**src/rtl/xtal_mon_pkg.sv**
```systemverilog
// ---------------------------------------------------------------------------
// xtal_mon_pkg
// Shared types and helpers for the crystal oscillator startup monitor.
//   state_e   : 3-bit FSM state encoding; also the value driven on state_o
//   in_range  : window verdict, true when min_cnt <= cnt <= max_cnt
//   is_counting : true in the states where measurement windows run
// ---------------------------------------------------------------------------
package xtal_mon_pkg;

    typedef enum logic [2:0] {
        ST_OFF     = 3'd0,
        ST_STARTUP = 3'd1,
        ST_MEASURE = 3'd2,
        ST_READY   = 3'd3,
        ST_STANDBY = 3'd4,
        ST_FAULT   = 3'd5
    } state_e;

    function automatic logic in_range(
        input logic [31:0] cnt,
        input logic [31:0] min_cnt,
        input logic [31:0] max_cnt
    );
        return (cnt >= min_cnt) && (cnt <= max_cnt);
    endfunction

    function automatic logic is_counting(input state_e st);
        return (st == ST_MEASURE) || (st == ST_READY);
    endfunction

endpackage

```
**src/rtl/xtal_edge_sync.sv**
```systemverilog
// ---------------------------------------------------------------------------
// xtal_edge_sync
// Brings the asynchronous oscillator output into the clk domain and counts
// its rising edges with a saturating counter.
//   clk, resetn : reference clock, asynchronous active-low reset
//   i_din       : raw oscillator output (asynchronous to clk)
//   i_en        : count enable
//   i_clr       : synchronous clear, wins over i_en
//   o_cnt_nxt   : count including an edge detected this cycle; this is the
//                 value the counter loads unless i_clr is high
// ---------------------------------------------------------------------------
module xtal_edge_sync #(
    parameter int unsigned CNT_W = 9
) (
    input  logic             clk,
    input  logic             resetn,
    input  logic             i_din,
    input  logic             i_en,
    input  logic             i_clr,
    output logic [CNT_W-1:0] o_cnt_nxt
);

    localparam logic [CNT_W-1:0] CNT_SAT = '1;

    logic             r_sync1;
    logic             r_sync2;
    logic             r_dly;
    logic [CNT_W-1:0] r_cnt;
    logic             w_edge;
    logic             w_inc;

    // Two flops for metastability, a third to see the previous level.
    always_ff @(posedge clk or negedge resetn) begin
        if (!resetn) begin
            r_sync1 <= 1'b0;
            r_sync2 <= 1'b0;
            r_dly   <= 1'b0;
        end else begin
            r_sync1 <= i_din;
            r_sync2 <= r_sync1;
            r_dly   <= r_sync2;
        end
    end

    assign w_edge = r_sync2 & ~r_dly;

    // Saturate rather than wrap so a runaway input never aliases into range.
    assign w_inc     = i_en & w_edge & (r_cnt != CNT_SAT);
    assign o_cnt_nxt = r_cnt + CNT_W'(w_inc);

    always_ff @(posedge clk or negedge resetn) begin
        if (!resetn) begin
            r_cnt <= '0;
        end else if (i_clr) begin
            r_cnt <= '0;
        end else begin
            r_cnt <= o_cnt_nxt;
        end
    end

endmodule

```
**src/rtl/xtal_osc_startup_monitor.sv**
```systemverilog
// ---------------------------------------------------------------------------
// xtal_osc_startup_monitor
// Sequences power-up of the 16 MHz crystal oscillator, waits a settle time,
// then qualifies its output by counting edges over fixed windows. clk_ok is
// high only while the measured frequency is in range; fault is sticky.
//   clk        : always-on reference clock (>= 2.5x oscillator frequency)
//   resetn     : asynchronous active-low reset
//   en_req     : software enable
//   stdby_req  : software standby request
//   xtal_dout  : oscillator output, asynchronous to clk
//   osc_ena    : oscillator enable
//   osc_stdby  : oscillator standby
//   clk_ok     : oscillator qualified and in range
//   fault      : sticky failure flag, cleared only when leaving OFF
//   meas_cnt   : edge count of the most recently completed window
//   state_o    : current FSM state (state_e encoding)
// All outputs are flops loaded from the next-state decode, so they change
// on the same edge as the state they describe.
// ---------------------------------------------------------------------------
module xtal_osc_startup_monitor
    import xtal_mon_pkg::*;
#(
    parameter int unsigned STARTUP_CYC = 65536,
    parameter int unsigned WIN_CYC     = 256,
    parameter int unsigned CNT_W       = 9,
    parameter int unsigned MIN_CNT     = 77,
    parameter int unsigned MAX_CNT     = 87,
    parameter int unsigned RETRY_MAX   = 3,
    parameter int unsigned FAIL_LIMIT  = 2
) (
    input  logic             clk,
    input  logic             resetn,
    input  logic             en_req,
    input  logic             stdby_req,
    input  logic             xtal_dout,
    output logic             osc_ena,
    output logic             osc_stdby,
    output logic             clk_ok,
    output logic             fault,
    output logic [CNT_W-1:0] meas_cnt,
    output logic [2:0]       state_o
);

    localparam int unsigned SU_W   = (STARTUP_CYC > 1) ? $clog2(STARTUP_CYC) : 1;
    localparam int unsigned WIN_W  = (WIN_CYC > 1) ? $clog2(WIN_CYC) : 1;
    localparam int unsigned RTY_W  = $clog2(RETRY_MAX + 1);
    localparam int unsigned FAIL_W = $clog2(FAIL_LIMIT + 1);

    localparam logic [SU_W-1:0]  SU_LAST  = SU_W'(STARTUP_CYC - 1);
    localparam logic [WIN_W-1:0] WIN_LAST = WIN_W'(WIN_CYC - 1);

    state_e            r_state;
    state_e            w_state_nxt;
    logic [SU_W-1:0]   r_su_cnt;
    logic [WIN_W-1:0]  r_win_cnt;
    logic [RTY_W-1:0]  r_retry;
    logic [FAIL_W-1:0] r_fail;

    logic              r_osc_ena;
    logic              r_osc_stdby;
    logic              r_clk_ok;
    logic              r_fault;
    logic [CNT_W-1:0]  r_meas_cnt;

    logic              w_counting;
    logic              w_win_end;
    logic              w_su_done;
    logic              w_in_range;
    logic              w_retry_exhaust;
    logic              w_fail_exhaust;
    logic [CNT_W-1:0]  w_win_edges;

    logic              w_start;
    logic              w_retry_inc;
    logic              w_fail_inc;
    logic              w_fail_clr;

    // ------------------------------------------------------------------
    // Edge counting
    // ------------------------------------------------------------------
    assign w_counting = is_counting(r_state);
    assign w_win_end  = w_counting && (r_win_cnt == WIN_LAST);
    assign w_su_done  = (r_state == ST_STARTUP) && (r_su_cnt == SU_LAST);

    // Edge counter is held at zero outside the measuring states so every
    // window, including the first one after STARTUP, starts clean.
    xtal_edge_sync #(
        .CNT_W (CNT_W)
    ) u_edge_sync (
        .clk       (clk),
        .resetn    (resetn),
        .i_din     (xtal_dout),
        .i_en      (w_counting),
        .i_clr     (w_win_end | ~w_counting),
        .o_cnt_nxt (w_win_edges)
    );

    // Verdict uses the count including an edge seen in the last cycle.
    assign w_in_range      = in_range(32'(w_win_edges), 32'(MIN_CNT), 32'(MAX_CNT));
    assign w_retry_exhaust = (32'(r_retry) + 32'd1) >= 32'(RETRY_MAX);
    assign w_fail_exhaust  = (32'(r_fail) + 32'd1) >= 32'(FAIL_LIMIT);

    // ------------------------------------------------------------------
    // Next-state decode. en_req low beats everything, then stdby_req,
    // then window verdicts.
    // ------------------------------------------------------------------
    always_comb begin
        w_state_nxt = r_state;
        w_start     = 1'b0;
        w_retry_inc = 1'b0;
        w_fail_inc  = 1'b0;
        w_fail_clr  = 1'b0;

        if (!en_req) begin
            w_state_nxt = ST_OFF;
        end else begin
            case (r_state)
                ST_OFF: begin
                    w_state_nxt = ST_STARTUP;
                    w_start     = 1'b1;
                end
                ST_STARTUP: begin
                    if (stdby_req) begin
                        w_state_nxt = ST_STANDBY;
                    end else if (w_su_done) begin
                        w_state_nxt = ST_MEASURE;
                    end
                end
                ST_MEASURE: begin
                    if (stdby_req) begin
                        w_state_nxt = ST_STANDBY;
                    end else if (w_win_end) begin
                        if (w_in_range) begin
                            w_state_nxt = ST_READY;
                        end else begin
                            w_retry_inc = 1'b1;
                            w_state_nxt = w_retry_exhaust ? ST_FAULT : ST_STARTUP;
                        end
                    end
                end
                ST_READY: begin
                    if (stdby_req) begin
                        w_state_nxt = ST_STANDBY;
                    end else if (w_win_end) begin
                        if (w_in_range) begin
                            w_fail_clr = 1'b1;
                        end else begin
                            w_fail_inc = 1'b1;
                            if (w_fail_exhaust) begin
                                w_state_nxt = ST_FAULT;
                            end
                        end
                    end
                end
                ST_STANDBY: begin
                    if (!stdby_req) begin
                        w_state_nxt = ST_STARTUP;
                    end
                end
                ST_FAULT: begin
                    w_state_nxt = ST_FAULT;
                end
                default: begin
                    w_state_nxt = ST_OFF;
                end
            endcase
        end
    end

    always_ff @(posedge clk or negedge resetn) begin
        if (!resetn) begin
            r_state <= ST_OFF;
        end else begin
            r_state <= w_state_nxt;
        end
    end

    // ------------------------------------------------------------------
    // Sequencing counters
    // ------------------------------------------------------------------
    always_ff @(posedge clk or negedge resetn) begin
        if (!resetn) begin
            r_su_cnt <= '0;
        end else if ((r_state == ST_STARTUP) && !w_su_done) begin
            r_su_cnt <= r_su_cnt + 1'b1;
        end else begin
            r_su_cnt <= '0;
        end
    end

    // Window counter restarts on the cycle after a window end.
    always_ff @(posedge clk or negedge resetn) begin
        if (!resetn) begin
            r_win_cnt <= '0;
        end else if (w_counting && !w_win_end) begin
            r_win_cnt <= r_win_cnt + 1'b1;
        end else begin
            r_win_cnt <= '0;
        end
    end

    // Retry count survives STANDBY; only a fresh enable from OFF clears it.
    always_ff @(posedge clk or negedge resetn) begin
        if (!resetn) begin
            r_retry <= '0;
        end else if (w_start) begin
            r_retry <= '0;
        end else if (w_retry_inc) begin
            r_retry <= r_retry + 1'b1;
        end
    end

    // Consecutive bad windows only mean something while staying in READY.
    always_ff @(posedge clk or negedge resetn) begin
        if (!resetn) begin
            r_fail <= '0;
        end else if ((w_state_nxt != ST_READY) || w_fail_clr) begin
            r_fail <= '0;
        end else if (w_fail_inc) begin
            r_fail <= r_fail + 1'b1;
        end
    end

    // ------------------------------------------------------------------
    // Output registers
    // ------------------------------------------------------------------
    always_ff @(posedge clk or negedge resetn) begin
        if (!resetn) begin
            r_osc_ena   <= 1'b0;
            r_osc_stdby <= 1'b0;
            r_clk_ok    <= 1'b0;
            r_fault     <= 1'b0;
            r_meas_cnt  <= '0;
        end else begin
            r_osc_ena   <= (w_state_nxt == ST_STARTUP) || (w_state_nxt == ST_MEASURE) ||
                           (w_state_nxt == ST_READY)   || (w_state_nxt == ST_STANDBY);
            r_osc_stdby <= (w_state_nxt == ST_STANDBY);
            r_clk_ok    <= (w_state_nxt == ST_READY);
            if (w_start) begin
                r_fault <= 1'b0;
            end else if (w_state_nxt == ST_FAULT) begin
                r_fault <= 1'b1;
            end
            if (w_win_end) begin
                r_meas_cnt <= w_win_edges;
            end
        end
    end

    assign osc_ena   = r_osc_ena;
    assign osc_stdby = r_osc_stdby;
    assign clk_ok    = r_clk_ok;
    assign fault     = r_fault;
    assign meas_cnt  = r_meas_cnt;
    assign state_o   = r_state;

endmodule

```
**config.mk**
```make
export PLATFORM = sky130hd
export DESIGN_NAME = xtal_osc_startup_monitor
export DESIGN_NICKNAME = d
export VERILOG_FILES = /design/src/rtl/xtal_mon_pkg.sv /design/src/rtl/xtal_edge_sync.sv /design/src/rtl/xtal_osc_startup_monitor.sv
export SDC_FILE = /design/constraint.sdc
export NUM_CORES = 1
export LEC_CHECK = 0
export CORE_ASPECT_RATIO = 1.2
export CORE_MARGIN = 3
export CORE_UTILIZATION = 45
export DETAILED_ROUTE_END_ITERATION = 8
export GPL_ROUTABILITY_DRIVEN = 0
export PLACE_DENSITY = 0.72
export SETUP_SLACK_MARGIN = 0.2
export SYNTH_ARGS = -nofsm -noshare
export SYNTH_HDL_FRONTEND = slang
export SYNTH_SLANG_ARGS = --single-unit
```
**constraint.sdc**
```tcl
create_clock -name clk -period 3.7 [get_ports clk]
set_clock_uncertainty 0.2 [all_clocks]
set_input_delay 0.37 -clock clk [delete_from_list [all_inputs] [get_ports clk]]
set_output_delay 0.37 -clock clk [all_outputs]
set_load 0.05 [all_outputs]
```
## Word-level counts from Yosys, hierarchy flattened

Cells that the tools add are included.

| storage, ports and cells | value |
|---|---|
| bits in registers | 56 |
| bits in latches | 0 |
| bits in writable memories | 0 |
| memory bits (read-only) | 0 |
| bits of input ports | 5 |
| output and inout bits | 16 |
| word-level logic and storage cells | 97 |
| memories | 0 |

| cells by class | value |
|---|---|
| add/subtract/negate cells | 7 |
| $mul | 0 |
| div/mod/pow operators | 0 |
| order comparisons | 4 |
| eq/ne operators | 14 |
| shift operators | 0 |
| mux-type cells | 36 |
| bitwise logic cells | 6 |
| reduce and logical (&&, ||, !) cells | 16 |

Operators with widths:

| cell | number |
|---|---|
| two-way mux 3 bit | 12 |
| case mux 3 bit (6 select lines) | 1 |
| adder 16 x 1 -> 16 bit, second input constant | 1 |
| == test 16 bit, second input constant | 1 |
| two-way mux 1 bit | 16 |
| two-way mux 16 bit | 1 |
| == test 3 x 2 -> 1 bit, second input constant | 4 |
| == test 3 bit, second input constant | 4 |
| adder 9 x 1 -> 9 bit | 1 |
| >= comparator 9 x 7 -> 1 bit, second input constant | 1 |
| <= comparator 9 x 7 -> 1 bit, second input constant | 1 |
| two-way mux 9 bit | 1 |
| != test 9 bit, second input constant | 1 |
| adder 8 x 1 -> 8 bit, second input constant | 1 |
| == test 8 bit, second input constant | 1 |
| two-way mux 2 bit | 4 |
| two-way mux 8 bit | 1 |
| adder 2 x 1 -> 3 bit, second input constant | 2 |
| == test 3 x 1 -> 1 bit, second input constant | 2 |
| >= comparator 3 x 2 -> 1 bit, second input constant | 2 |
| nonzero test 2 bit | 3 |
| logical AND 1 bit | 5 |
| logical OR 1 bit | 5 |
| adder 2 x 1 -> 2 bit, second input constant | 2 |
| other kinds (6) | 10 |

## Logic depth before layout (Yosys ltp)

| depth | value |
|---|---|
| depth after elaboration | 16 |
| mapped depth | 10 |
| mapped depth without buffers | 10 |

## Hierarchy

A second synthesis with hierarchy kept.

| second synthesis, totals | value |
|---|---|
| cells, all modules | 252 |
| area, all modules | 2727.6 µm² |

Modules (own cells, without submodules):

| module | times used | cells an instance | area an instance (µm²) | sequential area each (µm²) |
|---|---|---|---|---|
| xtal_osc_startup_monitor | 1 | 201 | 2128.3 | 1101.1 |
| xtal_edge_sync | 1 | 51 | 599.3 | 300.3 |

## Least setup slack after synthesis

No wires, ideal clock.

| timing | value |
|---|---|
| path type | reg2reg |
| start | reg r_state[1] (netlist: state_o[1]) |
| end | reg r_retry[0] |
| setup time | 0.128 ns |
| arrival | 3.074 ns |
| data required time | 3.372 ns |
| path slack | 0.299 ns |
| stages on the path, launching flop included | 11 |
| buffers on the path | 0 |
| period minus slack after synthesis | 3.401 ns |
| cells stage by stage | dfrtp_1 nand2b_1 or3b_2 a41oi_1 ha_1 ha_1 xnor2_1 nor4_1 o311a_1 a21oi_2 mux2_1 |

| on the way | value |
|---|---|
| longest elaborated chain between the ends | 13 |
| elaborated cells on any way between the ends | 20 |
| classes of those cells | add/sub (1); order compare (2); eq/ne (2); mux (8); bitwise (2); reduce/logical (5) |

Ends and longest elaborated chain:

| item | line | text |
|---|---|---|
| from (decl) | xtal_osc_startup_monitor.sv:52 | `state_e r_state;` |
| from (signal assigned) | xtal_osc_startup_monitor.sv:174 | `r_state <= w_state_nxt;` |
| == test 3 x 2 -> 1 bit (on tied branches) | xtal_mon_pkg.sv:28, xtal_osc_startup_monitor.sv:117 |  |
| logical OR 1 bit | xtal_mon_pkg.sv:28 | `return (st == ST_MEASURE) \|\| (st == ST_READY);` |
| AND 1 bit (2 in a row) | xtal_edge_sync.sv:48 | `assign w_inc = i_en & w_edge & (r_cnt != CNT_SAT);` |
| adder 9 x 1 -> 9 bit | xtal_edge_sync.sv:49 | `assign o_cnt_nxt = r_cnt + CNT_W'(w_inc);` |
| >= comparator 9 x 7 -> 1 bit / <= comparator 9 x 7 -> 1 bit (equally long branches) | xtal_mon_pkg.sv:24 | `return (cnt >= min_cnt) && (cnt <= max_cnt);` |
| logical AND 1 bit | xtal_mon_pkg.sv:24 |  |
| two-way mux 1 bit | xtal_osc_startup_monitor.sv:133 | `if (w_in_range) begin` |
| two-way mux 1 bit | xtal_osc_startup_monitor.sv:132 | `end else if (w_win_end) begin` |
| two-way mux 1 bit | n/a |  |
| two-way mux 1 bit | xtal_osc_startup_monitor.sv:117 | `case (r_state)` |
| two-way mux 1 bit | xtal_osc_startup_monitor.sv:114 | `if (!en_req) begin` |
| nonzero test 2 bit (no source line) | n/a |  |
| to (signal assigned) | xtal_osc_startup_monitor.sv:209 | `r_retry <= r_retry + 1'b1;` |
| to (decl) | xtal_osc_startup_monitor.sv:56 | `logic [RTY_W-1:0] r_retry;` |

Parallel ways exist; a longest one is shown, timed or not.
A chain may end at the register's enable or synchronous reset.

## Worst setup path after layout

| timing | value |
|---|---|
| start | reg r_state[2] (netlist: state_o[2]) |
| end | reg r_osc_ena (netlist: osc_ena) |

| on the way | value |
|---|---|
| longest elaborated chain between the ends | 16 |
| elaborated cells on any way between the ends | 34 |
| classes of those cells | add/sub (1); order compare (2); eq/ne (9); mux (12); bitwise (2); reduce/logical (8) |

Ends and longest elaborated chain:

| item | line | text |
|---|---|---|
| == test 3 x 2 -> 1 bit | xtal_mon_pkg.sv:28, xtal_osc_startup_monitor.sv:117 |  |
| logical OR 1 bit | xtal_mon_pkg.sv:28 |  |
| AND 1 bit (2 in a row) | xtal_edge_sync.sv:48 |  |
| adder 9 x 1 -> 9 bit | xtal_edge_sync.sv:49 |  |
| >= comparator 9 x 7 -> 1 bit / <= comparator 9 x 7 -> 1 bit (equally long branches) | xtal_mon_pkg.sv:24 |  |
| logical AND 1 bit | xtal_mon_pkg.sv:24 |  |
| two-way mux 3 bit (on tied branches) | xtal_osc_startup_monitor.sv:145, xtal_osc_startup_monitor.sv:133 |  |
| two-way mux 3 bit (on tied branches) | xtal_osc_startup_monitor.sv:144, xtal_osc_startup_monitor.sv:132 |  |
| two-way mux 3 bit (on tied branches) | xtal_osc_startup_monitor.sv:142, xtal_osc_startup_monitor.sv:130 |  |
| case mux 3 bit (6 select lines) (*) | xtal_osc_startup_monitor.sv:117 |  |
| two-way mux 3 bit (*) | xtal_osc_startup_monitor.sv:114 |  |
| == test 3 x 1 -> 1 bit / == test 3 x 2 -> 1 bit (equally long branches) | xtal_osc_startup_monitor.sv:235 | `r_osc_ena <= (w_state_nxt == ST_STARTUP) \|\| (w_state_nxt == ST_MEASURE) \|\|` |
| logical OR 1 bit (2 in a row) | xtal_osc_startup_monitor.sv:235 |  |
| logical OR 1 bit (*) | xtal_osc_startup_monitor.sv:236 | `(w_state_nxt == ST_READY) \|\| (w_state_nxt == ST_STANDBY);` |
| to (signal assigned) | xtal_osc_startup_monitor.sv:235 |  |
| to (decl) | xtal_osc_startup_monitor.sv:59 | `logic r_osc_ena;` |

Mark *: on every way between the ends. The rest lies on a longest branch, timed or not.

==> results_dict.tcl <==
set metrics [dict create \
    run_status "complete, no violations" \
    worstHoldEndpoint "u_edge_sync.r_sync2$_DFF_PN0_" \
    power_density_mw_per_mm2 347 \
    setup_violations 0 \
    grt_setup_unrepaired "no" \
    row_count 30 \
    fmax_mhz 298 \
    endpoint_kind "flip-flop" \
    rr_startpoint "state_o[2]$_DFF_PN0_" \
    dieArea_sq_mm 0.00701 \
    slowest_stage "or3b_2" \
    initial_utilization_pct 47.3 \
    dp_slack_ns 0.288 \
    final_common_cell "dfrtp_1" \
    cp_data_required_time_ns 3.70 \
    vdd_drop_max_uv 244 \
    r2r_slack_ns 0.34 \
    synthArstFlopShare_pct 100 \
    relSlewSlack_pct 58.2 \
    setup_ws_ns 0.340 \
    antenna_found_initial 0 \
    post_drt_via_cell_ratio 5.30 \
    cp-start-kind "flip-flop" \
    cts_max_path_buffers 2 \
    grt_max_degree 31 \
    synth_nets 275 \
    drt_iter0_markers 119 \
    synthFlopType "dfrtp_1" \
    dp_hpwl_microns 3760 \
    cts_sinks 56 \
    synth_edf_count 0 \
    hp-class "reg2reg" \
    area_growth_pct 15.6 \
    whs_path_depth 0 \
    maxCapViolCount 0 \
    grt_pass1_vias 1983 \
    syn_area_sq_mm 0.00272 \
    route.vias.total 1952 \
    cpMostUsedCell "ha_2" \
    fin_crit_sh_pct 90.8 \
    cts_root_buf "clkbuf_8" \
    die_h_microns 91.1 \
    fin_nets 299 \
    criticalPathCategory "reg2reg" \
    core_sq_mm 0.00574 \
    numCtsBuffers 5 \
    grt_overflow 0 \
    yosys_warnings 0 \
    die_x_microns 76.9 \
    clk_pin_slew_ns 0.10 \
    r2r-end "osc_ena$_DFF_PN0_" \
    drive_gt1_share_pct 10.4 \
    wl_microns 5310 \
    cpPeakStageDelay_ns 0.50 \
    slew_viol_final 0 \
    grt_first_pass_wirelength_microns 9180 \
    arrival_ns 3.36 \
    grt.total_usage_pct 16.2 \
    synth-seq-cells 56 \
    synth.distinct_cells 48 \
    pin_count 21 \
    power.total_uw 1090 \
    syn_inst 263 \
    post_cts_buffers 0 \
    wl_per_cell_microns 14.4 \
    p_leak_uw 0.00135 \
    route.detailed.drc 0 \
    syn_area_per_cell_sq_um 10.3 \
    synth-seq-area-share_pct 51.6 \
    clk_latency_ns 0.30 \
    fin_crit_ns 3.36 \
    fill_cells 503 \
    port_buffers 20 \
    htree_levels 2 \
    dr.pass1.iters 4 \
    cts_tree "built" \
    reg2regPathDepth 10 \
    worst-path-max-fanout 8 \
    tightest_slew_ns 0.627 \
    cp_cell_sequence "nand2b_2 -> or3b_2 -> a41oi_2 -> ha_2 -> ha_2 -> xnor2_1 -> nor4_2 -> o311ai_1 -> o221ai_2 -> a31o_1" \
    ant_nets 0 \
    hold_viol 0 \
    hp-start "u_edge_sync.r_sync1$_DFF_PN0_" \
    insertedDiodeCount 0 \
    fin_tns_setup_ns 0 \
    layout_common_cells "dfrtp_1 (55), nor2_1 (50), clkdlybuf4s50_1 (19)" \
]
==> logic make-up after synthesis <==
| kind of cell | count (synthesis) | synth area share (%) |
|---|---|---|
| flops | 56 | 51.6 |
| xor+xnor | 27 | 8.71 |
| buf+inv | 13 | 1.93 |
| simple gates | 119 | 22.6 |
| fa+ha+maj | 7 | 3.22 |
| compound gates | 37 | 10.3 |
| mux | 4 | 1.66 |
==> through the flow <==
stage	cells	utilization [%]	hold WS, ns	instance area [sq um]
4_1_cts	368	54.3	0.179	3120
2_1_floorplan	263	-	-0.126	2720
3_5_place_dp	359	52.2	0.156	3000
5_1_grt	368	54.7	0.202	3140
6_report	368	54.7	0.177	3140
3_3_place_gp	359	52.2	0.134	3000
==> layer usage <==
metal / part of all wire (%) / global-route usage [%] / up-vias
met4: 0.90 / 4.98 / 0
met3: 3.0 / 3.97 / 4
met5: 0 / 0 / -
met2: 52 / 28.3 / 23
li1: - / - / 966
met1: 44 / 19.6 / 959
==> cell type report <==
class	instances	area (sq um)	share of cell area (%)
clock buffers	6	72.6	2.31
repair buffers	23	220	7.01
multi-input cells	194	1280	40.9
inverters	7	26.3	0.837
clock inverters	2	35.0	1.12
flip-flops and latches	56	1400	44.7
well taps	80	100	3.19
==> how the worst max path moves through the flow <==
| stage | to | slack [ns] | cells past startpoint | startpoint |
|---|---|---|---|---|
| after floorplan | r_retry[0]$_DFFE_PN0P_ | 0.30 | 10 | state_o[1]$_DFF_PN0_ |
| after global placement | r_retry[1]$_DFFE_PN0P_ | 0.40 | 10 | state_o[2]$_DFF_PN0_ |
| after detailed placement | r_retry[1]$_DFFE_PN0P_ | 0.29 | 10 | state_o[2]$_DFF_PN0_ |
| after CTS | r_retry[1]$_DFFE_PN0P_ | 0.22 | 10 | state_o[2]$_DFF_PN0_ |
| after global routing | r_retry[0]$_DFFE_PN0P_ | 0.21 | 10 | state_o[2]$_DFF_PN0_ |
| final | osc_ena$_DFF_PN0_ | 0.34 | 10 | state_o[2]$_DFF_PN0_ |
==> registers in the layout, summed over array words and instances, names as in the netlist <==
| name | count |
|---|---|
| u_edge_sync.r_dly | 1 |
| u_edge_sync.r_sync1 | 1 |
| state_o | 3 |
| osc_stdby | 1 |
| r_win_cnt | 8 |
| clk_ok | 1 |
| r_fail | 2 |
| osc_ena | 1 |
| u_edge_sync.r_cnt | 9 |
| meas_cnt | 9 |
| r_su_cnt | 16 |
| r_retry | 2 |
| u_edge_sync.r_sync2 | 1 |
| fault | 1 |
==> synthesized netlist by cell type (2+ instances only) <==
| library cell | number | area (sq um) |
|---|---|---|
| dfrtp_1 | 56 | 1400 |
| nor2_1 | 50 | 188 |
| xor2_1 | 18 | 158 |
| nand3_1 | 15 | 75.1 |
| a21oi_1 | 13 | 65.1 |
| nand2_1 | 11 | 41.3 |
| and3_1 | 10 | 62.6 |
| xnor2_1 | 9 | 78.8 |
| ha_1 | 7 | 87.6 |
| inv_1 | 7 | 26.3 |
| nor2b_1 | 5 | 31.3 |
| and2_1 | 4 | 25.0 |
| and4_1 | 4 | 35.0 |
| nand2b_1 | 4 | 25.0 |
| nand4_1 | 4 | 25.0 |
| a211oi_1 | 3 | 22.5 |
| buf_2 | 3 | 15.0 |
| clkbuf_1 | 3 | 11.3 |
| mux2_1 | 2 | 22.5 |
| mux2_2 | 2 | 22.5 |
| nor3_1 | 2 | 10.0 |
| o2111ai_1 | 2 | 17.5 |
| o21ai_0 | 2 | 10.0 |
| o311a_1 | 2 | 20.0 |
| or3b_2 | 2 | 17.5 |
==> where the power goes <==
part	switching, uW	internal [uW]	leakage, uW
clock	192	201	0.0000552
sequential	9.23	620	0.000768
combinational	43.5	22.5	0.000525
total	245	843	0.00135
==> critical path: cells and delay by family, from the launching register on <==
family | cells | cell delay [ns]
AO/OA/AOI/OAI | 4 | 1.08
AND/OR/NAND/NOR | 3 | 0.85
flip-flops | 1 | 0.46
adder cells (fa/ha/maj) | 2 | 0.46
XOR/XNOR | 1 | 0.19
==> repair_timing <==
action                     4_1_cts  5_1_grt
setup endpoints to repair        0       10
hold endpoints to repair        26        0
hold buffers                     1        0
gates resized for setup          0        6
No activity file was read; power rests on OpenSTA's default activity.
